[src/rtl/display_sel_ctrl_pkg.sv]
// Shared definitions for the MU0 display register-select path:
// debouncer state encoding and the select codes understood by the label decoder.
package display_sel_ctrl_pkg;

    typedef enum logic [1:0] {
        DB_RELEASED     = 2'd0,
        DB_PRESS_WAIT   = 2'd1,
        DB_PRESSED      = 2'd2,
        DB_RELEASE_WAIT = 2'd3
    } db_state_t;

    localparam logic [2:0] SEL_A  = 3'd0;
    localparam logic [2:0] SEL_DI = 3'd1;
    localparam logic [2:0] SEL_DO = 3'd2;
    localparam logic [2:0] SEL_PC = 3'd3;
    localparam logic [2:0] SEL_IR = 3'd4;
    localparam logic [2:0] SEL_AC = 3'd5;
    localparam logic [2:0] SEL_D  = 3'd6;
    localparam logic [2:0] SEL_AQ = 3'd7;

endpackage

[src/rtl/display_sel_ctrl_btn_debounce.sv]
// btn_debounce: 2-flop synchroniser, debounce FSM and hold counter for one raw
// push-button. Emits a one-cycle press pulse when a press is accepted.
module btn_debounce
    import display_sel_ctrl_pkg::*;
#(
    parameter int unsigned DEBOUNCE_CYCLES = 50000
) (
    input  logic clk,
    input  logic rst,
    input  logic btn,
    output logic press
);

    localparam int unsigned   CW       = (DEBOUNCE_CYCLES > 2) ? $clog2(DEBOUNCE_CYCLES) : 1;
    localparam logic [CW-1:0] CNT_PRE  = CW'(DEBOUNCE_CYCLES - 2);
    localparam logic [CW-1:0] CNT_LAST = CW'(DEBOUNCE_CYCLES - 1);

    logic          meta;
    logic          sync;
    logic          armed;
    db_state_t     state;
    db_state_t     state_nx;
    logic [CW-1:0] cnt;
    logic [CW-1:0] cnt_nx;

    // Synchroniser resets to "pressed" so a button held through reset looks
    // already down; together with armed this suppresses a step until it is let go.
    always_ff @(posedge clk or posedge rst) begin
        if (rst) begin
            meta <= 1'b1;
            sync <= 1'b1;
        end else begin
            meta <= btn;
            sync <= meta;
        end
    end

    // Arm once a released level has been seen since reset.
    always_ff @(posedge clk or posedge rst) begin
        if (rst) begin
            armed <= 1'b0;
        end else if (!sync) begin
            armed <= 1'b1;
        end
    end

    // Debounce state and hold counter.
    always_ff @(posedge clk or posedge rst) begin
        if (rst) begin
            state <= DB_RELEASED;
            cnt   <= '0;
        end else begin
            state <= state_nx;
            cnt   <= cnt_nx;
        end
    end

    // Next state; the press pulse is raised in the cycle whose edge makes the
    // counter reach DEBOUNCE_CYCLES-1, so the step lands on that same edge.
    always_comb begin
        state_nx = state;
        cnt_nx   = cnt;
        press    = 1'b0;
        case (state)
            DB_RELEASED: begin
                if (sync && armed) begin
                    state_nx = DB_PRESS_WAIT;
                    cnt_nx   = '0;
                end
            end
            DB_PRESS_WAIT: begin
                if (!sync) begin
                    state_nx = DB_RELEASED;
                end else if (cnt == CNT_PRE) begin
                    state_nx = DB_PRESSED;
                    cnt_nx   = CNT_LAST;
                    press    = 1'b1;
                end else begin
                    cnt_nx = cnt + 1'b1;
                end
            end
            DB_PRESSED: begin
                if (!sync) begin
                    state_nx = DB_RELEASE_WAIT;
                    cnt_nx   = '0;
                end
            end
            DB_RELEASE_WAIT: begin
                if (sync) begin
                    state_nx = DB_PRESSED;
                end else if (cnt == CNT_PRE) begin
                    state_nx = DB_RELEASED;
                    cnt_nx   = CNT_LAST;
                end else begin
                    cnt_nx = cnt + 1'b1;
                end
            end
            default: begin
                state_nx = DB_RELEASED;
                cnt_nx   = '0;
            end
        endcase
    end

endmodule

[src/rtl/display_sel_ctrl.sv]
// display_sel_ctrl: register-select code for the MU0 display label decoder.
// Two debounced buttons step sel forward/back (mod 2**SEL_W).
// Optional auto-scan is built only when DISPLAY_SEL_AUTO_EN is defined.
module display_sel_ctrl
    import display_sel_ctrl_pkg::*;
#(
    parameter int unsigned DEBOUNCE_CYCLES = 50000,
    parameter int unsigned AUTO_PERIOD     = 1000000,
    parameter int unsigned SEL_W           = 3
) (
    input  logic             Clk,
    input  logic             Reset,
    input  logic             btn_next,
    input  logic             btn_prev,
    input  logic             auto_en,
    output logic [SEL_W-1:0] sel,
    output logic             sel_change
);

    logic             next_p;
    logic             prev_p;
    logic             tick;
    logic             inc;
    logic             dec;
    logic [SEL_W-1:0] sel_nx;
    logic [SEL_W-1:0] sel_last;

    btn_debounce #(.DEBOUNCE_CYCLES(DEBOUNCE_CYCLES)) u_next (
        .clk   (Clk),
        .rst   (Reset),
        .btn   (btn_next),
        .press (next_p)
    );

    btn_debounce #(.DEBOUNCE_CYCLES(DEBOUNCE_CYCLES)) u_prev (
        .clk   (Clk),
        .rst   (Reset),
        .btn   (btn_prev),
        .press (prev_p)
    );

`ifdef DISPLAY_SEL_AUTO_EN
    localparam int unsigned   TW     = (AUTO_PERIOD > 2) ? $clog2(AUTO_PERIOD) : 1;
    localparam logic [TW-1:0] T_LAST = TW'(AUTO_PERIOD - 1);

    logic [TW-1:0] timer;
    logic          tc;

    assign tc   = auto_en && (timer == T_LAST);
    assign tick = tc && !(next_p || prev_p);

    // Auto-scan timer: held at 0 when disabled, restarted by any button pulse.
    always_ff @(posedge Clk or posedge Reset) begin
        if (Reset) begin
            timer <= '0;
        end else if (!auto_en || next_p || prev_p || tc) begin
            timer <= '0;
        end else begin
            timer <= timer + 1'b1;
        end
    end
`else
    logic unused_auto_en;

    assign unused_auto_en = auto_en;
    assign tick           = 1'b0;
`endif

    // Step arbitration: simultaneous up and down cancel.
    always_comb begin
        inc    = next_p || tick;
        dec    = prev_p;
        sel_nx = sel;
        if (inc && !dec) begin
            sel_nx = sel + 1'b1;
        end else if (dec && !inc) begin
            sel_nx = sel - 1'b1;
        end
    end

    // Select register; sel_change flags a new value one cycle after it appears.
    always_ff @(posedge Clk or posedge Reset) begin
        if (Reset) begin
            sel        <= SEL_W'(SEL_A);
            sel_last   <= SEL_W'(SEL_A);
            sel_change <= 1'b0;
        end else begin
            sel        <= sel_nx;
            sel_last   <= sel;
            sel_change <= (sel != sel_last);
        end
    end

endmodule

[config.mk]
export PLATFORM = sky130hd
export DESIGN_NAME = display_sel_ctrl
export DESIGN_NICKNAME = d
export VERILOG_FILES = /design/src/rtl/display_sel_ctrl_pkg.sv /design/src/rtl/display_sel_ctrl_btn_debounce.sv /design/src/rtl/display_sel_ctrl.sv
export SDC_FILE = /design/constraint.sdc
export NUM_CORES = 1
export LEC_CHECK = 0
export ABC_AREA = 1
export CORE_ASPECT_RATIO = 1.4
export CORE_MARGIN = 1
export CORE_UTILIZATION = 55
export DETAILED_ROUTE_END_ITERATION = 16
export MAX_ROUTING_LAYER = met4
export PLACE_DENSITY = 0.73
export SETUP_SLACK_MARGIN = 0.15
export SLEW_MARGIN = 20
export SYNTH_ARGS = -nofsm -noshare
export SYNTH_HDL_FRONTEND = slang
export SYNTH_SLANG_ARGS = --single-unit
[constraint.sdc]
create_clock -name Clk -period 3.5 [get_ports Clk]
set_input_delay 0.35 -clock Clk [delete_from_list [all_inputs] [get_ports Clk]]
set_output_delay 0.35 -clock Clk [all_outputs]
set_load 0.005 [all_outputs]
==> impl_metrics.csv <==
group,metric,value,unit
status,status,"finished clean",
worst_setup_path,worstSetupPathType,"reg2reg",
clock_tree,root_buffer,"clkbuf_8",
floorplanning,die_y,87.0,um
power,power.density,498,nW/um2
logic_synthesis,ys_types,36,
clock_tree,postCtsHoldBufs,0,
timing,fin_skew,14.3,ps
logic_synthesis,synth_edf_count,0,
logic_synthesis,synth.area.top_cells,"dfrtp_1 (40%), nand2_1 (11%), inv_1 (4.6%), xor2_1 (4.3%), nor2_1 (4.1%)",
worst_setup_path,arrival,2760,ps
logic_synthesis,synth_common_cells,"nand2_1 (82), dfrtp_1 (45), inv_1 (35)",
grt,grt_use_total,0.243,
drt,vias,2231,
timing,slew_viol_final,0,
worst_hold_path,hold_path.class,"reg2reg",
run,maxCapViolCount,0,
floorplanning,core,4920,um2
worst_setup_path,crit_required,3700,ps
worst_setup_path,cp_slowest_cell,"dfrtp_1",
logic_synthesis,synth_top_cell_area_share,0.397,
layout,area_growth,7.62,%
floorplanning,chipWidth,62.7,um
clock_tree,post_cts_resize_count,0,
logic_synthesis,yosysSeqAreaShare,0.434,
drt,drt_iter0_drc,135,
worst_setup_path,critPathTopFamily,"simple AND/OR/NAND/NOR gates",
clock_tree,post_cts_buffers,0,
layout,diodes,0,
logic_synthesis,synth-seq-cells,49,
logic_synthesis,yosysMostFrequentCell,"nand2_1",
logic_synthesis,yosys.area.top_type,"dfrtp_1",
worst_setup_path,critPathCaptureType,"flop",
placement,dp.cells,415,
drt,m1WireLength,2320,um
logic_synthesis,syn_inst,346,
worst_setup_path,cp_num_buf_inv,2,
drt,routed.top_layer,"met4",
timing,period_minus_slack,2550,ps
grt,grt_max_degree,50,
worst_setup_path,cp_max_fo,8,
clock_tree,cts_max_level,2,
worst_setup_path,cp-start-kind,"flop",
grt,grt_antenna_before_repair,0,
power,p_total,1.52,mW
timing,finalSetupViolCount,0,
drt,postRouteAntennaNets,0,
worst_hold_path,min_to,"u_prev.sync$_DFF_PP1_",
clock_tree,clock_latency,310,ps
timing,setup_slack,947,ps
drt,wl_met2,3020,um
timing,fmax,392,MHz
clock_tree,cts_tree,"done",
logic_synthesis,syn_area_per_cell,8.21,um2
timing,tns,0,ps
drt,wl,5580,um
layout,drive_above_1_share,0.173,
clock_tree,cts_sinks,49,
placement,pre_cts_ws,936,ps
power,vdd_drop_max,0.381,mV
worst_setup_path,worst_r2r_path_depth,12,
grt,grt_pass1_vias,2328,
logic_synthesis,synth_ff_type,"dfrtp_1",
timing,fin_crit_sh,0.729,
power,leakage,1.40,nW
floorplanning,initial_utilization,0.577,
grt,gr-total-overflow,0,
worst_setup_path,worstPathCellList,"inv_1 -> ha_1 -> nand2_1 -> nor2_1 -> nand4_2 -> nor4_1 -> ha_1 -> inv_1 -> fa_1 -> a21oi_1 -> o21ai_0 -> xnor2_1",
drt,avgViaCountPerCell,5.27,
logic_synthesis,synth.cell_area,2840,um2
placement,dpl.hpwl,4090,um
worst_hold_path,hp-start,"u_prev.meta$_DFF_PP1_",
floorplanning,ios,9,
worst_setup_path,reg2reg_setup_slack,950,ps
drt,drt_pass1_iterations,4,
worst_setup_path,worst_r2r_endpoint,"sel[2]$_DFFE_PP0P_",
clock_tree,cts_buffers,5,
layout,instances_no_fill,423,
timing,finalHoldViolCount,0,
logic_synthesis,yosysWarnings,0,
floorplanning,core.rowCount,30,
floorplanning,die-area,5460,um2
timing,worstMarginPinSlew,840,ps
worst_setup_path,rr_startpoint,"u_next.cnt[0]$_DFFE_PP0P_",
worst_setup_path,max_stage_delay,430,ps
timing,relSlewSlack,0.439,
grt,grt_pass1_wl,10100,um
clock_tree,clockBufferDepth,2,
timing,hold_ws,367,ps
drt,wl_per_cell,13.2,um
drt,met3WireLength,91,um
placement,portBuffers,7,
layout,nets,369,
worst_hold_path,hold_depth,0,
timing,rsz0062_at_grt,"no",
logic_synthesis,async_reset_ff_frac,1.00,
placement,gp_congestion,0.914,
clock_tree,clk_pin_slew,100,ps
drt,drc,0,
logic_synthesis,syn_nets,357,
[where the power goes]
group | switching, mW | internal [mW]
Combinational | 0.344 | 0.143
Sequential | 0.0727 | 0.621
Clock | 0.200 | 0.141
Total | 0.617 | 0.905
[worst max-delay path by stage]
stage	startpoint	endpoint	slack (ps)	depth (start not counted)
finish	u_next.cnt[0]$_DFFE_PP0P_	sel[2]$_DFFE_PP0P_	950	12
global route	u_next.cnt[0]$_DFFE_PP0P_	sel[2]$_DFFE_PP0P_	700	12
CTS	u_next.cnt[0]$_DFFE_PP0P_	sel[2]$_DFFE_PP0P_	920	12
detailed placement	u_next.cnt[0]$_DFFE_PP0P_	sel[2]$_DFFE_PP0P_	940	12
global placement	u_next.cnt[0]$_DFFE_PP0P_	sel[2]$_DFFE_PP0P_	930	12
floorplan	u_next.cnt[0]$_DFFE_PP0P_	sel[2]$_DFFE_PP0P_	1300	12
[cell usage in the layout (no fill, tap or decap), types with 2 or more instances in the layout]
| cell type | instances |
|---|---|
| nand2_1 | 82 |
| dfrtp_1 | 45 |
| inv_1 | 34 |
| nor2_1 | 31 |
| nand3_1 | 17 |
| o21ai_0 | 17 |
| xor2_1 | 14 |
| nand2_2 | 11 |
| inv_2 | 8 |
| nor2_2 | 8 |
| nor3_1 | 8 |
| nand4_1 | 7 |
| a21oi_1 | 7 |
| clkdlybuf4s50_1 | 7 |
| xnor2_1 | 6 |
| nand3_2 | 5 |
| o21ai_1 | 5 |
| ha_1 | 5 |
| clkbuf_8 | 5 |
| dfstp_2 | 4 |
| nor2_4 | 3 |
| nor3_2 | 3 |
| a21oi_2 | 3 |
| o22ai_1 | 3 |
| a22o_1 | 3 |
| clkinvlp_4 | 3 |
| o21ai_2 | 2 |
| clkinv_2 | 2 |
[worst reg2reg max path, cell delays in order, from the launching register on]
cell and delay, ps:
dfrtp_1 430, inv_1 80, ha_1 140, nand2_1 70, nor2_1 110, nand4_2 260, nor4_1 330, ha_1 200
inv_1 70, fa_1 380, a21oi_1 140, o21ai_0 110, xnor2_1 130
[sequential cells by signal, indices dropped and copies added (netlist names), named ones only]
register,count
u_prev.sync,1
u_prev.armed,1
u_prev.state,1
u_prev.cnt,16
u_next.meta,1
u_next.sync,1
u_next.cnt,16
u_next.armed,1
u_prev.meta,1
sel_change,1
sel,3
u_next.state,1
sel_last,3
[layer usage]
metal / vias to the layer above / GRT usage
met3: 14 / 0.0340
li1: 1135 / -
met4: 0 / 0.110
met1: 1058 / 0.257
met2: 24 / 0.446
met5: - / -
[cell families after synthesis]
kind of cell	synth area share
fa+ha+maj	0.0291
simple gates	0.313
xor+xnor	0.0617
flops	0.434
buf+inv	0.0705
compound gates	0.0877
mux	0.00397
[final cells by class]
| cell class | instances | area [um2] |
|---|---|---|
| Fill cell | 413 | 1860 |
| Multi-Input combinational cell | 250 | 1410 |
| Sequential cell | 49 | 1230 |
| Inverter | 44 | 168 |
| Tap cell | 64 | 80.1 |
| Timing Repair Buffer | 8 | 77.6 |
| Clock buffer | 5 | 68.8 |
| Clock inverter | 3 | 22.5 |
[through the flow]
step	area (um2)	utilization
2_1_floorplan	2840	-
3_3_place_gp	2960	0.603
3_5_place_dp	2960	0.603
4_1_cts	3050	0.621
5_1_grt	3060	0.621
6_report	3060	0.621
Power figures use the tool's default switching activity.
